<file path="src/rtl/macc_pkg.sv">
// Shared types and constants for the matrix RAM read/write datapath blocks.
package macc_pkg;

  localparam int DATA_W      = 32;
  localparam int ADDR_W      = 12;
  localparam int DEFAULT_DIM = 64;

  typedef enum logic [1:0] {
    IDLE  = 2'd0,
    ISSUE = 2'd1,
    DRAIN = 2'd2
  } state_e;

  typedef struct packed {
    logic [DATA_W-1:0] data;
    logic              row_end;
    logic              last;
  } fifo_entry_t;

  // Tags ride alongside an outstanding read until its data returns.
  typedef struct packed {
    logic vld;
    logic row_end;
    logic last;
  } rd_tag_t;

endpackage

</file>
<file path="src/rtl/macc_sync_fifo.sv">
// Synchronous first-word-fall-through FIFO with occupancy count; push and pop may
// coincide at any occupancy (a pop frees the slot the same cycle).
module macc_sync_fifo #(
  parameter int WIDTH = 34,
  parameter int DEPTH = 4
) (
  input  logic                       clk_i,
  input  logic                       rst_ni,
  input  logic                       push_i,
  input  logic [WIDTH-1:0]           data_i,
  input  logic                       pop_i,
  output logic [WIDTH-1:0]           data_o,
  output logic                       empty_o,
  output logic [$clog2(DEPTH+1)-1:0] count_o
);

  localparam int AW = (DEPTH > 1) ? $clog2(DEPTH) : 1;
  localparam int CW = $clog2(DEPTH + 1);

  logic [WIDTH-1:0] mem_q [DEPTH];
  logic [AW-1:0]    wr_q, rd_q;
  logic [CW-1:0]    cnt_q;
  logic             do_push, do_pop, full;

  assign full    = (cnt_q == CW'(DEPTH));
  assign do_pop  = pop_i && (cnt_q != '0);
  assign do_push = push_i && (!full || do_pop);

  always_ff @(posedge clk_i or negedge rst_ni) begin
    if (!rst_ni) begin
      wr_q  <= '0;
      rd_q  <= '0;
      cnt_q <= '0;
      for (int i = 0; i < DEPTH; i++) mem_q[i] <= '0;
    end else begin
      if (do_push) begin
        mem_q[wr_q] <= data_i;
        wr_q        <= wr_q + AW'(1);
      end
      if (do_pop) rd_q <= rd_q + AW'(1);
      case ({do_push, do_pop})
        2'b10:   cnt_q <= cnt_q + CW'(1);
        2'b01:   cnt_q <= cnt_q - CW'(1);
        default: cnt_q <= cnt_q;
      endcase
    end
  end

  assign data_o  = mem_q[rd_q];
  assign empty_o = (cnt_q == '0);
  assign count_o = cnt_q;

endmodule

</file>
<file path="src/rtl/matrix_stream_reader.sv">
// Reads a full matrix from a fixed-latency RAM under FIFO credit and replays it as a
// row-major valid/ready stream with row-end (m_tuser) and last (m_tlast) markers.
//
// state | meaning
// IDLE  | waiting for start; the first read is issued in the start cycle
// ISSUE | issuing reads while in-flight + buffered words leave FIFO room
// DRAIN | every read issued; waiting for the last word to handshake
module matrix_stream_reader
  import macc_pkg::*;
#(
  parameter int DATA_W     = 32,
  parameter int ROWS       = 64,
  parameter int COLS       = 64,
  parameter int RD_LAT     = 1,
  parameter int FIFO_DEPTH = 4
) (
  input  logic              CLK,
  input  logic              RST_L,
  input  logic              start,
  output logic              busy,
  output logic              done,
  output logic              ren,
  input  logic [DATA_W-1:0] rd_data,
  output logic [DATA_W-1:0] m_tdata,
  output logic              m_tvalid,
  input  logic              m_tready,
  output logic              m_tuser,
  output logic              m_tlast
);

  localparam int RW = (ROWS > 1) ? $clog2(ROWS) : 1;
  localparam int CW = (COLS > 1) ? $clog2(COLS) : 1;
  localparam int NW = $clog2(FIFO_DEPTH + 1);
  localparam int EW = DATA_W + 2;

  state_e        state_q, state_d;
  logic [RW-1:0] row_q, row_d, cur_row;
  logic [CW-1:0] col_q, col_d, cur_col;
  logic [NW-1:0] inflight_q, inflight_d;
  rd_tag_t       pipe_q [RD_LAT];
  logic          done_q, done_d;
  logic          issue, credit, cur_row_end, cur_last, ret, pop, fifo_empty;
  logic [NW-1:0] fifo_count;
  logic [EW-1:0] push_data, head;

  always_ff @(posedge CLK or negedge RST_L) begin
    if (!RST_L) begin
      state_q    <= IDLE;
      row_q      <= '0;
      col_q      <= '0;
      inflight_q <= '0;
      done_q     <= 1'b0;
      for (int i = 0; i < RD_LAT; i++) pipe_q[i] <= '0;
    end else begin
      state_q    <= state_d;
      row_q      <= row_d;
      col_q      <= col_d;
      inflight_q <= inflight_d;
      done_q     <= done_d;
      pipe_q[0]  <= rd_tag_t'{vld: issue, row_end: cur_row_end, last: cur_last};
      for (int i = 1; i < RD_LAT; i++) pipe_q[i] <= pipe_q[i-1];
    end
  end

  // Credit uses registered counts only, so a read is never issued without a slot.
  assign credit = (int'(inflight_q) + int'(fifo_count)) < FIFO_DEPTH;
  assign ret    = pipe_q[RD_LAT-1].vld;
  assign pop    = m_tvalid && m_tready;

  always_comb begin
    state_d     = state_q;
    row_d       = row_q;
    col_d       = col_q;
    issue       = 1'b0;
    cur_row     = (state_q == IDLE) ? '0 : row_q;
    cur_col     = (state_q == IDLE) ? '0 : col_q;
    cur_row_end = (cur_col == CW'(COLS - 1));
    cur_last    = cur_row_end && (cur_row == RW'(ROWS - 1));
    done_d      = 1'b0;
    case (state_q)
      IDLE: begin
        if (start) begin
          issue   = 1'b1;
          state_d = ISSUE;
        end
      end
      ISSUE: issue = credit;
      DRAIN: begin
        if (pop && head[0]) begin
          state_d = IDLE;
          done_d  = 1'b1;
        end
      end
      default: state_d = IDLE;
    endcase
    if (issue) begin
      if (cur_last) state_d = DRAIN;
      if (cur_row_end) begin
        col_d = '0;
        row_d = cur_row + RW'(1);
      end else begin
        col_d = cur_col + CW'(1);
        row_d = cur_row;
      end
    end
    inflight_d = inflight_q + NW'(issue) - NW'(ret);
  end

  assign push_data = {rd_data, pipe_q[RD_LAT-1].row_end, pipe_q[RD_LAT-1].last};

  macc_sync_fifo #(
    .WIDTH (EW),
    .DEPTH (FIFO_DEPTH)
  ) u_fifo (
    .clk_i   (CLK),
    .rst_ni  (RST_L),
    .push_i  (ret),
    .data_i  (push_data),
    .pop_i   (pop),
    .data_o  (head),
    .empty_o (fifo_empty),
    .count_o (fifo_count)
  );

  always_comb begin
    busy     = (state_q != IDLE);
    done     = done_q;
    ren      = issue;
    m_tvalid = !fifo_empty;
    m_tdata  = head[EW-1:2];
    m_tuser  = m_tvalid && head[1];
    m_tlast  = m_tvalid && head[0];
  end

endmodule

</file>
<file path="config.mk">
export PLATFORM = sky130hd
export DESIGN_NAME = matrix_stream_reader
export DESIGN_NICKNAME = d
export VERILOG_FILES = /design/src/rtl/macc_pkg.sv /design/src/rtl/macc_sync_fifo.sv /design/src/rtl/matrix_stream_reader.sv
export SDC_FILE = /design/constraint.sdc
export NUM_CORES = 1
export LEC_CHECK = 0
export CORE_ASPECT_RATIO = 1.2
export CORE_MARGIN = 2
export CORE_UTILIZATION = 35
export CTS_BUF_LIST = sky130_fd_sc_hd__clkbuf_16
export DETAILED_ROUTE_END_ITERATION = 8
export GPL_ROUTABILITY_DRIVEN = 0
export SLEW_MARGIN = 40
export SYNTH_ARGS = -nofsm -noshare
export SYNTH_HDL_FRONTEND = slang
export SYNTH_HIERARCHICAL = 1
export SYNTH_SLANG_ARGS = --single-unit
export TNS_END_PERCENT = 20
</file>
<file path="constraint.sdc">
create_clock -name CLK -period 3 [get_ports CLK]
set_input_delay 0.45 -clock CLK [delete_from_list [all_inputs] [get_ports CLK]]
set_output_delay 0.45 -clock CLK [all_outputs]
set_load 0.1 [all_outputs]
</file>
* Yosys cells after proc, flatten, opt, wreduce, memory -nomap -nowiden
Cells that the tools add are included.
** Storage, ports and cells
- Register bits :: 164
- Output and inout bits :: 38
- Logic and storage cells :: 73
** Cells by class
- Add/subtract/negate cells :: 9
- $lt $le $gt $ge :: 4
- Eq/ne operators :: 7
- Muxes and demuxes :: 20
- Bitwise logic cells :: 2
- Reductions and logical operators :: 16
** Operators by type and width (count)
- bitwise mux 136 bit :: 1
- 2-to-1 mux 34 bit :: 3
- binary-select mux 34 bit (select 2 bit) :: 1
- demux 34 bit (select 2 bit) :: 1
- 2-to-1 mux 6 bit :: 4
- adder 6 x 1 -> 6 bit (second input constant) :: 2
- == test 6 bit (second input constant) :: 2
- logical AND 1 bit :: 8
- 2-to-1 mux 2 bit :: 4
- greater-or-equal comparator 3 bit (second input constant) :: 2
- NOT 2 -> 3 bit :: 2
- one-hot mux 2 bit (3 select lines) :: 1
- one-hot mux 3 bit (2 select lines) :: 1
- adder 2 x 1 -> 2 bit (second input constant) :: 2
- adder 3 x 3 -> 4 bit :: 1
- == test 2 x 1 -> 1 bit (second input constant) :: 2
- == test 2 bit (second input constant) :: 2
- less-than comparator 4 x 3 -> 1 bit (second input constant) :: 1
- nonzero test 2 bit :: 2
- adder 3 x 1 -> 3 bit :: 1
- adder 3 x 1 -> 3 bit (second input constant) :: 1
- == test 3 bit (second input constant) :: 1
- logical NOT 3 bit :: 1
- less-than comparator 3 x 1 -> 1 bit (second input constant) :: 1
- other kinds (8) :: 11

* Depth between registers and ports, before layout
Gate-level depths: netlist of the first run.
- Depth in word-level cells :: 9
- Mapped depth :: 10
- Depth with buffers taken out :: 10

* Hierarchy
The synthesis of the first run kept the hierarchy.
** Modules (own cells, without submodules)
- macc_sync_fifo :: instances 1, cells each 366, area each 6312.3 sq um, seq. area each 3578.4 sq um
- matrix_stream_reader :: instances 1, cells each 110, area each 1127.3 sq um, seq. area each 525.5 sq um

* Least setup slack after synthesis of the first run
OpenSTA, ideal clock, no wires.
- Path type :: register to register
- Start point :: reg u_fifo.rd_q[1]
- End point :: reg state_q[1]
- Arrival :: 2.971 ns
- Required time :: 2.880 ns
- Slack :: -0.091 ns
- Stages on the path, launching flop included :: 7
- Path buffers :: 2
- Clock period less this slack :: 3.091 ns
- Cell sequence :: dfrtp_1 clkbuf_1 buf_1 mux4_2 nor2b_1 a21oi_1 a21o_1
** On the way
- Cells in the longest elaborated chain, start to end :: 9
** Ends and longest elaborated chain
- from (decl) :: line macc_sync_fifo.sv:21 : logic [AW-1:0] wr_q, rd_q;
- from (signal assigned) :: line macc_sync_fifo.sv:40 : if (do_pop) rd_q <= rd_q + AW'(1);
- NOT 2 -> 3 bit (not written as such) * :: line macc_sync_fifo.sv:49 : assign data_o = mem_q[rd_q];
- binary-select mux 34 bit (select 2 bit) * :: line macc_sync_fifo.sv:49
- 2-to-1 mux 34 bit (not written as such) * (2 in a row) :: line macc_sync_fifo.sv:49
- via head[0] :: line matrix_stream_reader.sv:44 : logic [EW-1:0] push_data, head;
- logical AND 1 bit * :: line matrix_stream_reader.sv:89 : if (pop && head[0]) begin
- 2-to-1 mux 2 bit * :: line matrix_stream_reader.sv:89
- one-hot mux 2 bit (3 select lines) * :: line matrix_stream_reader.sv:80 : case (state_q)
- 2-to-1 mux 2 bit :: line matrix_stream_reader.sv:97 : if (cur_last) state_d = DRAIN;
- 2-to-1 mux 2 bit * :: line matrix_stream_reader.sv:96 : if (issue) begin
- via state_d[1] :: line matrix_stream_reader.sv:36 : state_e state_q, state_d;
- to (signal assigned) :: line matrix_stream_reader.sv:55 : state_q <= state_d;
- to (decl) :: line matrix_stream_reader.sv:36
Mark *: on every way through the listed nets, which the timed path passes. The rest lies on a longest branch. The select of a mux whose other input is x is not followed.
A chain may end at the register's enable or synchronous reset.

* Final worst setup path of the first run
- Start point :: reg u_fifo.cnt_q[2] (netlist: u_fifo/count_o[2])
- End point :: out ren
** On the way
- Cells in the longest elaborated chain, start to end :: 3
** Ends and longest elaborated chain
- from (decl) :: line macc_sync_fifo.sv:22 : logic [CW-1:0] cnt_q;
- from (signal assigned) :: line macc_sync_fifo.sv:42 : 2'b10: cnt_q <= cnt_q + CW'(1);
- from (signal assigned) :: line macc_sync_fifo.sv:43 : 2'b01: cnt_q <= cnt_q - CW'(1);
- from (signal assigned) :: line macc_sync_fifo.sv:44 : default: cnt_q <= cnt_q;
- adder 3 x 3 -> 4 bit :: line matrix_stream_reader.sv:66 : assign credit = (int'(inflight_q) + int'(fifo_count)) < FIFO_DEPTH;
- less-than comparator 4 x 3 -> 1 bit :: line matrix_stream_reader.sv:66
- one-hot mux 1 bit (2 select lines) :: line matrix_stream_reader.sv:80
- to (decl) :: line matrix_stream_reader.sv:22 : output logic ren,
No other way between the ends.

==> results of run 1 <==
[cell usage after synthesis]
master	number	area, um2
a21oi_1	4	20.02
mux2_2	138	1554
nand4_1	1	6.260
nor3_1	2	10.01
nor3_4	1	16.27
a311o_1	1	10.01
buf_6	13	146.4
clkinv_1	1	3.750
nand2b_1	1	6.260
nor4b_4	1	23.77
buf_2	5	25.02
nor2b_1	4	25.02
xnor2_1	9	78.83
o21ai_0	3	15.01
a311oi_1	1	8.760
or3b_2	1	8.760
nand2_1	16	60.06
nor2_1	10	37.54
and3_1	3	18.77
a21boi_0	1	7.510
and2_1	4	25.02
a2bb2oi_1	1	8.760
or3_1	2	12.51
xor2_1	4	35.03
clkbuf_1	4	15.01
nor2_2	4	25.02
nor4_4	1	21.27
a211oi_1	1	7.510
fa_1	2	40.04
o31a_1	1	8.760
nor3b_1	2	15.01
inv_1	12	45.04
or2b_1	1	7.510
ha_1	11	137.6
dfrtp_1	164	4104
nor4_1	1	6.260
or4b_4	1	13.76
mux4_2	34	765.7
buf_1	1	3.750
mux2i_1	2	20.02
a21o_1	2	15.01
nand3_1	5	25.02
[critical path, stage by stage (launching register included)]
cell	delay (ns)
dfrtp_1	0.44
ha_1	0.29
or4b_4	0.50
nor3_4	0.25
a21oi_1	0.11
inv_2	0.18
buf_12	0.20
[cell usage in the layout (no fill, tap or decap), drive strengths merged, types with 2 or more instances in the layout]
cell	instances
xnor2	9
mux2i	2
bufinv	3
nor4	2
mux4	34
clkinv	7
and2	4
inv	15
clkinvlp	3
fa	2
nor3b	2
o21ai	3
nand2	16
nor2b	4
mux2	138
nand3	5
clkbuf	17
or3	2
and3	3
buf	57
clkdlybuf4s50	34
nor3	3
a21o	2
ha	11
xor2	4
a21oi	4
nor2	14
dfrtp	164
[sequential cells by signal, indices dropped and copies added, names as in the netlist]
signal / flops
row_q: 6
u_fifo/wr_q: 2
done: 1
u_fifo/count_o: 3
inflight_q: 3
state_q: 2
u_fifo/rd_q: 2
u_fifo/mem_q: 136
ret: 1
pipe_q: 2
col_q: 6
[layout make-up]
cell class | instances | area, um2
clock inverter | 15 | 167.7
multi-input combinational | 276 | 3119
tap | 270 | 337.8
timing repair buffer | 92 | 882.1
inverter | 13 | 48.80
fill | 1894 | 11810
sequential | 164 | 4106
clock buffer | 17 | 425.4
[cells by family (layout without fill, tap and decap cells)]
logic type | after synthesis | after routing
multiplexers | 174 | 174
XOR/XNOR | 13 | 13
adder cells (fa/ha/maj) | 13 | 13
buffers and inverters | 36 | 137
AO/OA/AOI/OAI | 15 | 15
flip-flops | 164 | 164
AND/OR/NAND/NOR | 61 | 61
[worst paths after layout]
kind	endpoint	depth (start not counted)	start	slack [ns]
min in group CLK	u_fifo/mem_q[57]$_DFFE_PN0P_	1	u_fifo/mem_q[57]$_DFFE_PN0P_	0.50
min reg2reg	u_fifo/mem_q[57]$_DFFE_PN0P_	1	u_fifo/mem_q[57]$_DFFE_PN0P_	0.50
min	u_fifo/mem_q[42]$_DFFE_PN0P_	2	RST_L	0.45
max reg2reg	col_q[5]$_DFFE_PN0N_	9	state_q[1]$_DFF_PN0_	0.44
max	ren	6	u_fifo/count_o[2]$_DFFE_PN0P_	0.16
max in group asynchronous	u_fifo/mem_q[60]$_DFFE_PN0P_	3	RST_L	1.69
[timing repair]
| action | CTS | global route |
|---|---|---|
| setup endpoints to repair | 1 | 1 |
| hold buffers | 1 | 0 |
| resized for setup | 1 | 0 |
| endpoints found under the hold margin | 20 | 0 |
| buffers inserted | 0 | 2 |
| pin swaps | 0 | 1 |
[layer usage]
metal	part of all wire (%)	wire, um	global-route usage [%]	up-vias
li1	-	-	-	1902
met1	43	6802	18.46	2261
met2	53	8281	26.30	65
met3	2.8	443	3.241	14
met4	1.0	161	4.405	0
met5	0	0	0	-
[through the flow]
stage | TNS [ns] | hold slack [ns] | std cells
6_report | 0 | 0.4528 | 847
2_1_floorplan | -0.03966 | 0.1544 | 476
4_1_cts | 0 | 0.4348 | 845
5_1_grt | 0 | 0.4642 | 847
3_5_place_dp | 0 | 0.3212 | 812
3_3_place_gp | 0 | 0.3158 | 812
==> summary.txt, run 1 <==
Worst setup path
  • Crit path kind: register to primary output
  • Setup crit start kind: register
  • CP required: 2.55 ns
  • Worst Path Max Fanout: 9
  • CP Capture Type: primary output
  • CP Data Arrival Time: 2.39 ns

Placed design
  • Dpl ws: 0.2811 ns
  • Port buffer count: 73
  • HPWL Detailed: 10.41 mm
  • Cell Area, Placed: 8469 um2

Status
  • Status: finished, final reports clean

Global routing
  • Antenna violations before repair: 0
  • GRT Overall Usage: 14.99%
  • Total congestion overflow: 0
  • Pin count of the biggest net entering global routing: 72
  • Vias in the first global route: 4855
  • First-pass GRT wire length: 25.54 mm

Job
  • Number of max-cap violations: 0

Hold path
  • Worst hold path class: input port to async pin

Timing
  • Slew Limit Fails: 0
  • Fin Clk Skew: 0.01005 ns
  • Peak Freq: 352.5 MHz
  • RSZ-0062 raised after global routing: false
  • Worst Tran Pin Value: 0.5883 ns
  • Post-route setup slack: 0.1630 ns
  • Tmin final: 2.837 ns
  • Final worst path period share: 94.57%
  • Final setup fails: 0
  • Slew margin rel.: 60.78%
  • Final Hold Viols: 0

Yosys
  • Cell Area, Synth: 7440 um2
  • Post-synthesis sequential area ratio: 55.16%
  • Synth Area in Compound Gates: 1.362%
  • Mean Syn Cell Area: 15.63 um2
  • Mux contribution to synthesized area: 31.45%
  • Syn. warnings: 6
  • Largest family of logic cells by synthesized area: multiplexers
  • Synth cell types: 42
  • Post-Synth XOR/XNOR Area: 1.530%
  • Post-synthesis sequential element count: 164
  • Syn Inst Count: 476
  • Syn_nets: 525
  • Post-Synth Simple-Gate Area: 4.894%
  • Post-Synth Adder-Cell Area: 2.388%

Clocking
  • CTS buffer count: 17
  • CTS tree: yes
  • CTS sink count: 164
  • Clock buffer depth: 2
  • Clk slew on worst S/H paths: 0.06 ns
  • Clock insertion delay at the later pin of the skew report: 0.42 ns
  • CTS Root Cell: clkbuf_16
  • Htree depth: 4

Layout
  • Post-layout util: 43.48%
  • Layout overhead on the synthesized area: 22.15%
  • Final Instance Area: 9087 um2
  • Antenna fix cells: 0
  • Layout cells sized above 1: 46.79%
  • Net count, final: 613

Floorplan
  • IO Count: 74
  • Die height: 163.7 um
  • Die area: 22440 um2
  • Core area: 20900 um2
  • Die X: 137.1 um
  • Starting Density: 35.60%
  • # rows: 58

Routing
  • Post-Route WL: 15.69 mm
  • DRT iter0 DRCs: 161
  • DRC: 0
  • Routed via count: 4242
  • DRT Pass-1 Iters: 4
  • DR vias/cell: 5.008
  • Wire length per cell: 18.52 um
  • Final ANT Viol Nets: 0
Power of run 1 is not shown: default switching activity piles up to over one toggle a cycle in this logic, so the estimate is an artifact.
==> run 2, diff against run 1 <==
ABC_CLOCK_PERIOD_IN_PS = 3000   (was not set)
==> results of run 2 <==
Final layout, timing and power as in run 1 (identical DEF).
Power of run 2 is left out for the same reason.
